**src/rtl/pid_servo_mc_if.sv**
```systemverilog
// Bus bundle between the position-target generator / PWM generators and
// the multi-channel servo PID.
//   master : drives sample/enable/setpoint/feedback/gains, observes results
//   slave  : the controller (receives stimulus, drives duty/sat/busy/done)
// Packing: channel k occupies [k*IN_W +: IN_W] of setpoint_i/feedback_i and
// [k*DUTY_W +: DUTY_W] of duty_o.
interface pid_servo_mc_if #(
  parameter int unsigned N_CH   = 2,
  parameter int unsigned IN_W   = 12,
  parameter int unsigned DUTY_W = 18,
  parameter int unsigned GAIN_W = 16
);
  logic                     sample_i;
  logic                     enable_i;
  logic [N_CH*IN_W-1:0]     setpoint_i;
  logic [N_CH*IN_W-1:0]     feedback_i;
  logic [GAIN_W-1:0]        kp_i;
  logic [GAIN_W-1:0]        ki_i;
  logic [GAIN_W-1:0]        kd_i;
  logic [N_CH*DUTY_W-1:0]   duty_o;
  logic [N_CH-1:0]          sat_o;
  logic                     busy_o;
  logic                     done_o;

  modport master (
    output sample_i, enable_i, setpoint_i, feedback_i, kp_i, ki_i, kd_i,
    input  duty_o, sat_o, busy_o, done_o
  );

  modport slave (
    input  sample_i, enable_i, setpoint_i, feedback_i, kp_i, ki_i, kd_i,
    output duty_o, sat_o, busy_o, done_o
  );
endinterface

```
**src/rtl/pid_servo_mc.sv**
```systemverilog
// Time-multiplexed multi-channel PID controller producing hobby-servo PWM
// duty words. One round (started by a sample pulse) walks every channel
// through ERR -> MAC -> UPD, then pulses done for one cycle.
// Ports:
//   clk   : clock
//   rst_n : asynchronous active-low reset
//   bus   : pid_servo_mc_if.slave (sample/enable/setpoint/feedback/gains in;
//           duty/sat/busy/done out)
module pid_servo_mc #(
  parameter int unsigned N_CH      = 2,
  parameter int unsigned IN_W      = 12,
  parameter int unsigned DUTY_W    = 18,
  parameter int unsigned GAIN_W    = 16,
  parameter int unsigned FRAC_BITS = 0,
  parameter int unsigned INT_W     = 24,
  parameter int unsigned INT_LIM   = 1048576,
  parameter int unsigned MIN_DUTY  = 50000,
  parameter int unsigned OFFSET    = 75000,
  parameter int unsigned MAX_DUTY  = 100000
) (
  input  logic            clk,
  input  logic            rst_n,
  pid_servo_mc_if.slave   bus
);

  localparam int unsigned CH_W  = (N_CH > 1) ? $clog2(N_CH) : 1;
  localparam int unsigned E_W   = IN_W + 1;
  localparam int unsigned D_W   = IN_W + 2;
  localparam int unsigned ACC_W = GAIN_W + INT_W + 3;
  localparam int unsigned V_W   = ACC_W + 1;

  localparam logic signed [INT_W:0]  LIM_P = (INT_W+1)'(INT_LIM);
  localparam logic signed [INT_W:0]  LIM_N = -LIM_P;
  localparam logic signed [V_W-1:0]  OFF_V = V_W'(OFFSET);
  localparam logic signed [V_W-1:0]  MIN_V = V_W'(MIN_DUTY);
  localparam logic signed [V_W-1:0]  MAX_V = V_W'(MAX_DUTY);
  localparam logic [DUTY_W-1:0]      OFF_D = DUTY_W'(OFFSET);
  localparam logic [DUTY_W-1:0]      MIN_D = DUTY_W'(MIN_DUTY);
  localparam logic [DUTY_W-1:0]      MAX_D = DUTY_W'(MAX_DUTY);

  typedef enum logic [2:0] {IDLE, ERR, MAC, UPD, DONE} state_t;

  state_t state_q, state_d;
  logic   busy, done, accept, last_ch;

  logic [CH_W-1:0]         ch_q;
  logic [N_CH*IN_W-1:0]    sp_q, fb_q;
  logic [GAIN_W-1:0]       kp_q, ki_q, kd_q;
  logic                    en_q;

  logic signed [INT_W-1:0] integ_q    [N_CH];
  logic signed [E_W-1:0]   last_err_q [N_CH];
  logic [N_CH-1:0]         first_q;

  logic signed [E_W-1:0]   e_q;
  logic signed [D_W-1:0]   d_q;
  logic signed [INT_W-1:0] ic_q;
  logic signed [V_W-1:0]   v_q;

  logic [N_CH*DUTY_W-1:0]  duty_q;
  logic [N_CH-1:0]         sat_q;

  logic [IN_W-1:0]         sp_ch, fb_ch;
  logic signed [E_W-1:0]   e_c;
  logic signed [D_W-1:0]   d_c;
  logic signed [INT_W:0]   isum_c;
  logic signed [INT_W-1:0] ic_c;
  logic signed [ACC_W-1:0] acc_c;
  logic signed [V_W-1:0]   v_c;
  logic [DUTY_W-1:0]       duty_c;
  logic                    over, under, e_pos, e_neg, hold;

  assign accept  = bus.sample_i && ((state_q == IDLE) || (state_q == DONE));
  assign last_ch = (ch_q == CH_W'(N_CH - 1));

  always_ff @(posedge clk or negedge rst_n) begin
    if (!rst_n) state_q <= IDLE;
    else        state_q <= state_d;
  end

  always_comb begin
    state_d = state_q;
    busy    = 1'b0;
    done    = 1'b0;
    unique case (state_q)
      IDLE: if (accept) state_d = ERR;
      ERR:  begin busy = 1'b1; state_d = MAC; end
      MAC:  begin busy = 1'b1; state_d = UPD; end
      UPD:  begin busy = 1'b1; state_d = last_ch ? DONE : ERR; end
      DONE: begin done = 1'b1; state_d = accept ? ERR : IDLE; end
      default: state_d = IDLE;
    endcase
  end

  // ERR stage: error, derivative and the candidate (saturated) integral.
  // The integral term of this round already includes the current error;
  // anti-windup later decides whether that candidate is committed.
  always_comb begin
    sp_ch  = sp_q[ch_q*IN_W +: IN_W];
    fb_ch  = fb_q[ch_q*IN_W +: IN_W];
    e_c    = $signed({1'b0, sp_ch}) - $signed({1'b0, fb_ch});
    d_c    = first_q[ch_q] ? '0 : (D_W'(e_c) - D_W'(last_err_q[ch_q]));
    isum_c = (INT_W+1)'(integ_q[ch_q]) + (INT_W+1)'(e_c);
    if (isum_c > LIM_P)      ic_c = INT_W'(LIM_P);
    else if (isum_c < LIM_N) ic_c = INT_W'(LIM_N);
    else                     ic_c = INT_W'(isum_c);
  end

  // MAC stage: gains are unsigned, so they are zero-extended before the
  // signed multiply.
  always_comb begin
    acc_c = ACC_W'($signed({1'b0, kp_q})) * ACC_W'(e_q)
          + ACC_W'($signed({1'b0, ki_q})) * ACC_W'(ic_q)
          + ACC_W'($signed({1'b0, kd_q})) * ACC_W'(d_q);
    v_c   = OFF_V + V_W'(acc_c >>> FRAC_BITS);
  end

  // UPD stage: clamp and anti-windup decision.
  always_comb begin
    over   = (v_q > MAX_V);
    under  = (v_q < MIN_V);
    e_pos  = !e_q[E_W-1] && (e_q != '0);
    e_neg  = e_q[E_W-1];
    hold   = (over && e_pos) || (under && e_neg);
    duty_c = over ? MAX_D : (under ? MIN_D : DUTY_W'(v_q));
  end

  always_ff @(posedge clk or negedge rst_n) begin
    if (!rst_n) begin
      ch_q    <= '0;
      sp_q    <= '0;
      fb_q    <= '0;
      kp_q    <= '0;
      ki_q    <= '0;
      kd_q    <= '0;
      en_q    <= 1'b0;
      first_q <= '1;
      e_q     <= '0;
      d_q     <= '0;
      ic_q    <= '0;
      v_q     <= '0;
      duty_q  <= {N_CH{OFF_D}};
      sat_q   <= '0;
      for (int unsigned k = 0; k < N_CH; k++) begin
        integ_q[k]    <= '0;
        last_err_q[k] <= '0;
      end
    end else begin
      unique case (state_q)
        IDLE, DONE: begin
          if (accept) begin
            sp_q <= bus.setpoint_i;
            fb_q <= bus.feedback_i;
            kp_q <= bus.kp_i;
            ki_q <= bus.ki_i;
            kd_q <= bus.kd_i;
            en_q <= bus.enable_i;
            ch_q <= '0;
          end
        end
        ERR: begin
          e_q  <= e_c;
          d_q  <= d_c;
          ic_q <= ic_c;
        end
        MAC: v_q <= v_c;
        UPD: begin
          if (en_q) begin
            duty_q[ch_q*DUTY_W +: DUTY_W] <= duty_c;
            sat_q[ch_q]      <= over || under;
            last_err_q[ch_q] <= e_q;
            first_q[ch_q]    <= 1'b0;
            if (!hold) integ_q[ch_q] <= ic_q;
          end else begin
            duty_q[ch_q*DUTY_W +: DUTY_W] <= OFF_D;
            sat_q[ch_q]      <= 1'b0;
            last_err_q[ch_q] <= '0;
            first_q[ch_q]    <= 1'b1;
            integ_q[ch_q]    <= '0;
          end
          if (!last_ch) ch_q <= ch_q + CH_W'(1);
        end
        default: ;
      endcase
    end
  end

  assign bus.duty_o = duty_q;
  assign bus.sat_o  = sat_q;
  assign bus.busy_o = busy;
  assign bus.done_o = done;

endmodule

```
**src/flat_wrapper.sv**
```systemverilog
// flat-port wrapper written by rule: the top's interface ports become plain ports
module pid_servo_mc_flat 
#(
  parameter int unsigned N_CH      = 2,
  parameter int unsigned IN_W      = 12,
  parameter int unsigned DUTY_W    = 18,
  parameter int unsigned GAIN_W    = 16,
  parameter int unsigned FRAC_BITS = 0,
  parameter int unsigned INT_W     = 24,
  parameter int unsigned INT_LIM   = 1048576,
  parameter int unsigned MIN_DUTY  = 50000,
  parameter int unsigned OFFSET    = 75000,
  parameter int unsigned MAX_DUTY  = 100000
)
  (clk, rst_n, bus_sample_i, bus_enable_i, bus_setpoint_i, bus_feedback_i, bus_kp_i, bus_ki_i, bus_kd_i, bus_duty_o, bus_sat_o, bus_busy_o, bus_done_o);
  pid_servo_mc_if #(.N_CH(N_CH), .IN_W(IN_W), .DUTY_W(DUTY_W), .GAIN_W(GAIN_W)) bus_i ();
  input  logic clk;
  input  logic rst_n;
  input wire logic [$bits(bus_i.sample_i)-1:0] bus_sample_i;
  input wire logic [$bits(bus_i.enable_i)-1:0] bus_enable_i;
  input wire logic [$bits(bus_i.setpoint_i)-1:0] bus_setpoint_i;
  input wire logic [$bits(bus_i.feedback_i)-1:0] bus_feedback_i;
  input wire logic [$bits(bus_i.kp_i)-1:0] bus_kp_i;
  input wire logic [$bits(bus_i.ki_i)-1:0] bus_ki_i;
  input wire logic [$bits(bus_i.kd_i)-1:0] bus_kd_i;
  output wire logic [$bits(bus_i.duty_o)-1:0] bus_duty_o;
  output wire logic [$bits(bus_i.sat_o)-1:0] bus_sat_o;
  output wire logic [$bits(bus_i.busy_o)-1:0] bus_busy_o;
  output wire logic [$bits(bus_i.done_o)-1:0] bus_done_o;
  assign bus_i.sample_i = bus_sample_i;
  assign bus_i.enable_i = bus_enable_i;
  assign bus_i.setpoint_i = bus_setpoint_i;
  assign bus_i.feedback_i = bus_feedback_i;
  assign bus_i.kp_i = bus_kp_i;
  assign bus_i.ki_i = bus_ki_i;
  assign bus_i.kd_i = bus_kd_i;
  assign bus_duty_o = bus_i.duty_o;
  assign bus_sat_o = bus_i.sat_o;
  assign bus_busy_o = bus_i.busy_o;
  assign bus_done_o = bus_i.done_o;
  pid_servo_mc #(.N_CH(N_CH), .IN_W(IN_W), .DUTY_W(DUTY_W), .GAIN_W(GAIN_W), .FRAC_BITS(FRAC_BITS), .INT_W(INT_W), .INT_LIM(INT_LIM), .MIN_DUTY(MIN_DUTY), .OFFSET(OFFSET), .MAX_DUTY(MAX_DUTY)) u_core (.clk(clk), .rst_n(rst_n), .bus(bus_i));
endmodule
```
**config.mk**
```make
export PLATFORM = sky130hd
export DESIGN_NAME = pid_servo_mc_flat
export DESIGN_NICKNAME = d
export VERILOG_FILES = /design/src/rtl/pid_servo_mc_if.sv /design/src/rtl/pid_servo_mc.sv /design/src/flat_wrapper.sv
export SDC_FILE = /design/constraint.sdc
export NUM_CORES = 2
export LEC_CHECK = 0
export BUFFER_PORTS_ARGS = -buffer_cell sky130_fd_sc_hd__buf_2
export CORE_MARGIN = 5
export CORE_UTILIZATION = 40
export DETAILED_ROUTE_END_ITERATION = 6
export GPL_ROUTABILITY_DRIVEN = 0
export MAX_ROUTING_LAYER = met4
export PLACE_DENSITY = 0.55
export SYNTH_ARGS = -nofsm -noshare
export SYNTH_HDL_FRONTEND = slang
export SYNTH_SLANG_ARGS = --single-unit
```
**constraint.sdc**
```tcl
create_clock -name clk -period 11.2 [get_ports clk]
set_input_delay 2.8 -clock clk [delete_from_list [all_inputs] [get_ports clk]]
set_output_delay 2.8 -clock clk [all_outputs]
set_load 0.005 [all_outputs]
```
-- Word level (Yosys, flattened, before mapping)
Cells that the tools add are included.
- register bits: 310
- input port bits: 100
- output and inout port bits: 40
- word-level logic and storage cells: 118
- add/sub/neg operators: 8
- $mul: 5
- magnitude comparators: 8
- equal/unequal tests: 7
- shifts and indexed selects: 5
- multiplexer cells: 39
- bitwise gates (word level): 9
- reduce and logical (&&, ||, !) cells: 18
- operators with widths (cell ; number):
    2-to-1 mux 24 bit ; 6
    2-to-1 mux 48 bit ; 2
    bitwise mux 36 bit ; 2
    2-to-1 mux 13 bit ; 4
    AND 48 bit ; 1
    bitwise mux 48 bit ; 1
    NOT 48 bit ; 1
    indexed part select 24 x 6 -> 12 bit ; 2
    adder 18 x 43 -> 44 bit, first input constant ; 1
    > comparator 44 x 18 -> 1 bit, second input constant ; 1
    less-than comparator 44 x 17 -> 1 bit, second input constant ; 1
    adder 43 x 31 -> 43 bit ; 1
    adder 43 bit ; 1
    multiplier 17 x 24 -> 41 bit ; 1
    2-to-1 mux 18 bit ; 2
    2-to-1 mux 36 bit ; 1
    variable shift 18 x 34 -> 36 bit, first input constant ; 1
    indexed part select 18 x 34 -> 36 bit ; 1
    indexed part select 18 x 34 -> 36 bit, first input constant ; 1
    negation 6 -> 34 bit ; 1
    multiplier 17 x 14 -> 31 bit ; 1
    multiplier 17 x 13 -> 30 bit ; 1
    AND 26 bit ; 1
    bitwise mux 26 bit ; 1
    other kinds (42) ; 63

-- Longest topological paths before layout
- depth after elaboration: 8
- gate-level depth with buffers: 47
- depth with buffers taken out: 44

-- Worst setup path before layout
No wires, ideal clock.
- kind: register to register
- start point: register u_core.ic_q[4]
- end point: register u_core.v_q[37]
- setup time: 0.124 ns
- arrival time: 11.456 ns
- required time: 11.076 ns
- setup slack: -0.380 ns
- cell stages (with the launch flop): 45
- buffers on the path: 2
- period minus slack after synthesis: 11.580 ns
- path through: dfrtp_1 clkbuf_1 clkbuf_1 nand2_1 fa_1 inv_1 fa_1 ha_1 fa_1 inv_1 fa_1 fa_1 inv_1 ha_1 o21ai_0 nor2b_1 a311o_1 a21oi_1 [... 9 more ...] fa_1 inv_1 fa_1 inv_1 fa_1 inv_1 ha_1 a21oi_1 o211ai_1 a21oi_1 o21ai_0 nor3_2 xnor2_2 or4b_4 or3_4 nor3b_4 a21oi_1 a211o_1
- longest elaborated chain between the ends: 4
- ends and longest elaborated chain (what ; line ; source):
    from (decl) ; pid_servo_mc.sv:57 ; logic signed [INT_W-1:0] ic_q;
    from (signal assigned) ; pid_servo_mc.sv:164 ; ic_q <= ic_c;
    multiplier 17 x 24 -> 41 bit ; pid_servo_mc.sv:113 ; + ACC_W'($signed({1'b0, ki_q})) * ACC_W'(ic_q)
    adder 43 bit ; pid_servo_mc.sv:113 ;
    adder 43 x 31 -> 43 bit ; pid_servo_mc.sv:114 ; + ACC_W'($signed({1'b0, kd_q})) * ACC_W'(d_q);
    adder 18 x 43 -> 44 bit ; pid_servo_mc.sv:115 ; v_c = OFF_V + V_W'(acc_c >>> FRAC_BITS);
    to (signal assigned) ; pid_servo_mc.sv:166 ; MAC: v_q <= v_c;
    to (decl) ; pid_servo_mc.sv:58 ; logic signed [V_W-1:0] v_q;
No other way between the ends.
A chain may end at the register's enable or synchronous reset.

-- Final worst setup path
- start point: register u_core.ki_q[7]
- end point: register u_core.v_q[35]
- longest elaborated chain between the ends: 4
- ends and longest elaborated chain (what ; line ; source):
    from (decl) ; pid_servo_mc.sv:48 ; logic [GAIN_W-1:0] kp_q, ki_q, kd_q;
    from (signal assigned) ; pid_servo_mc.sv:155 ; ki_q <= bus.ki_i;
    multiplier 17 x 24 -> 41 bit ; pid_servo_mc.sv:113 ;
    adder 43 bit ; pid_servo_mc.sv:113 ;
    adder 43 x 31 -> 43 bit ; pid_servo_mc.sv:114 ;
    adder 18 x 43 -> 44 bit ; pid_servo_mc.sv:115 ;
No other way between the ends.

==> results.toml <==
[outcome]
status = "finished clean"

[floorplan]
start_util_pct = 40.3
std_cell_rows = 126
die_w_um = 354
design.core.area_sq_um = 118000
fp.dieH_um = 354
die_area_sq_um = 126000
ios = 140

[final_layout]
post-route-util_pct = 45.6
layout_commonest_cell = "inv_1"
drive_gt1_share_pct = 15.7
layout.nets = 6745
nFillCells = 11520
layout_common_cells = "inv_1 (1,095), fa_1 (762), nand2_1 (741)"
fin_area_sq_um = 53800
syn_to_final_growth_pct = 13.4
diodes = 0

[timing]
maxSlewViolCount = 0
hold_viol = 0
skew_ns = 0.0535
period_share_pct = 99.6
max_freq_ghz = 0.0897
fin_crit_ns = 11.15
fin_ws_ns = 0.0467
grt_setup_unrepaired = "true"
whs_ns = 0.474
worstMarginPinSlew_ns = 1.19
slew_headroom_pct = 20.5
setup_viol = 0

[cts]
htreeDepth = 2
clockBufferDepth = 3
cts_made_buffers = 40
hold_buffers = 0
cts_tree = "yes"
root_buffer = "clkbuf_16"
clock_sinks = 310
clkLatencyLatePin_ns = 0.63
cts.reportedPaths.clkPinSlew_ns = 0.07

[logic_synthesis]
syn_area_per_cell_sq_um = 9.10
yosys_most_used_dff = "dfrtp_1"
synth_edf_count = 0
syn-num-nets = 6481
synth_warnings = 0
syn_area_sq_um = 47500
ys_types = 89
async_flop_share_pct = 100
netlist_instances = 5215
ys_seq_area_share_pct = 16.4
synth-seq-cells = 310

[place]
portBuffers = 139
pre_cts_slack_ns = -0.245
dp_hpwl_um = 104000
place_area_sq_um = 51300

[setup_path]
endpoint_kind = "flip-flop"
cp.arrival_ns = 11.60
critPathSlowestCell = "fa_1"
cp-start-kind = "flip-flop"
cp_max_fo = 5
cp.required_ns = 11.65
critPathMostFrequentCell = "fa_1"
criticalPathCategory = "reg -> reg"
slowest_delay_ns = 0.55

[drt]
postRouteAntennaNets = 0
viasPerCell = 4.98
wirelength_um = 127000
drcViolationCount = 0
vias = 35108
first_pass_iters = 6
drt_iter0_markers = 1978
wire_per_inst_um = 18.1

[grt]
grt-ovfl-total = 0
grt_pass1_vias = 36989
grt.total_usage_pct = 21.1
grt_max_degree = 79
antenna_found_initial = 2
grt_pass1_wl_um = 206000

[worst_hold_path]
min_path_type = "reg -> reg"

[job]
max-cap-violations = 0
-- routing by layer --
layer | up-vias | global-route usage [%] | part of all wire [%]
met5 | - | - | 0
met4 | 0 | 4.46 | 2.2
met3 | 132 | 2.43 | 4.5
met2 | 680 | 33.1 | 46
met1 | 17694 | 29.8 | 47
li1 | 16602 | - | -
-- through the flow --
step	TNS, ns	cells
finish	0	7046
detailed placement	-1.94	6922
CTS	0	7035
global placement	-1.20	6922
floorplan	0	5215
global route	-4.34	7046
-- kinds of logic (layout without fill, tap and decap cells) --
logic type / count (synthesis) / in the layout / synth area share [%]
buffers and inverters: 1363 / 1658 / 10.8
AOI/OAI and AO/OA: 594 / 594 / 8.33
DFF: 310 / 310 / 16.4
and+or+nand+nor: 1461 / 1461 / 14.8
muxes: 166 / 166 / 3.86
xor gates and xnor gates: 155 / 155 / 2.88
adders and majority gates: 1166 / 1166 / 42.9
-- flip-flops by register name (all words and copies together) (netlist names), named ones only --
register	count
u_core.kd_q	16
u_core.bus.duty_o	36
u_core.ic_q	24
u_core.integ_q	48
u_core.v_q	44
u_core.kp_q	16
u_core.last_err_q	26
u_core.sp_q	24
u_core.d_q	14
u_core.bus.sat_o	2
u_core.e_q	13
u_core.ch_q	1
u_core.fb_q	24
u_core.ki_q	16
u_core.state_q	3
u_core.en_q	1
-- repair_timing --
item	in CTS	in global routing
endpoints found under the setup margin	15	23
gates resized for setup	89	92
buffers inserted	40	12
hold endpoints to repair	0	0
pin swaps	91	63
-- critical path, delay by kind of cell, from the launching register on --
kind            cells  cell delay (ns)
fa+ha+maj          14             6.54
buf+inv            13             0.86
flops               1             0.43
xor+xnor            3             0.32
simple gates        9             2.28
compound gates      3             0.52
-- synthesized netlist by cell type (72+ instances only) --
cell type | number | area share [%]
o21ai_0 | 170 | 1.8
inv_1 | 1122 | 8.9
dfrtp_1 | 292 | 15
ha_1 | 396 | 10
mux2_2 | 137 | 3.2
nor2_1 | 116 | 0.92
a22o_1 | 72 | 1.3
nand2_1 | 742 | 5.9
fa_1 | 770 | 32
and2_1 | 319 | 4.2
a21oi_1 | 119 | 1.3
clkbuf_1 | 223 | 1.8
xnor2_1 | 103 | 1.9
-- path summary, 6_finish.rpt --
kind | start | to | slack, ns | cells after the start
min in group asynchronous | rst_n | u_core.kd_q[10]$_DFFE_PN0P_ | 2.19 | 1
worst max register to register | u_core.ki_q[7]$_DFFE_PN0P_ | u_core.v_q[35]$_DFFE_PN0P_ | 0.05 | 42
worst min register to register | u_core.bus.duty_o[17]$_DFFE_PN0P_ | u_core.bus.duty_o[17]$_DFFE_PN0P_ | 0.47 | 1
worst max-delay path | u_core.ki_q[7]$_DFFE_PN0P_ | u_core.v_q[35]$_DFFE_PN0P_ | 0.05 | 42
max in group asynchronous | rst_n | u_core.ki_q[8]$_DFFE_PN0P_ | 7.03 | 3
worst min-delay path | u_core.bus.duty_o[17]$_DFFE_PN0P_ | u_core.bus.duty_o[17]$_DFFE_PN0P_ | 0.47 | 1
-- final cells by class --
class	instances	area (sq um)	share of cell area (%)
sequential	310	7790	14.5
timing repair buffer	463	3210	5.96
multi-input combinational	3542	35300	65.6
clock inverter	16	171	0.319
inverter	1122	4210	7.83
tap	1536	1920	3.57
clock buffer	57	1190	2.22
Power is left out: the tool's default activity adds up to more than one toggle a clock period on the data nets, which glitch-free logic cannot reach.
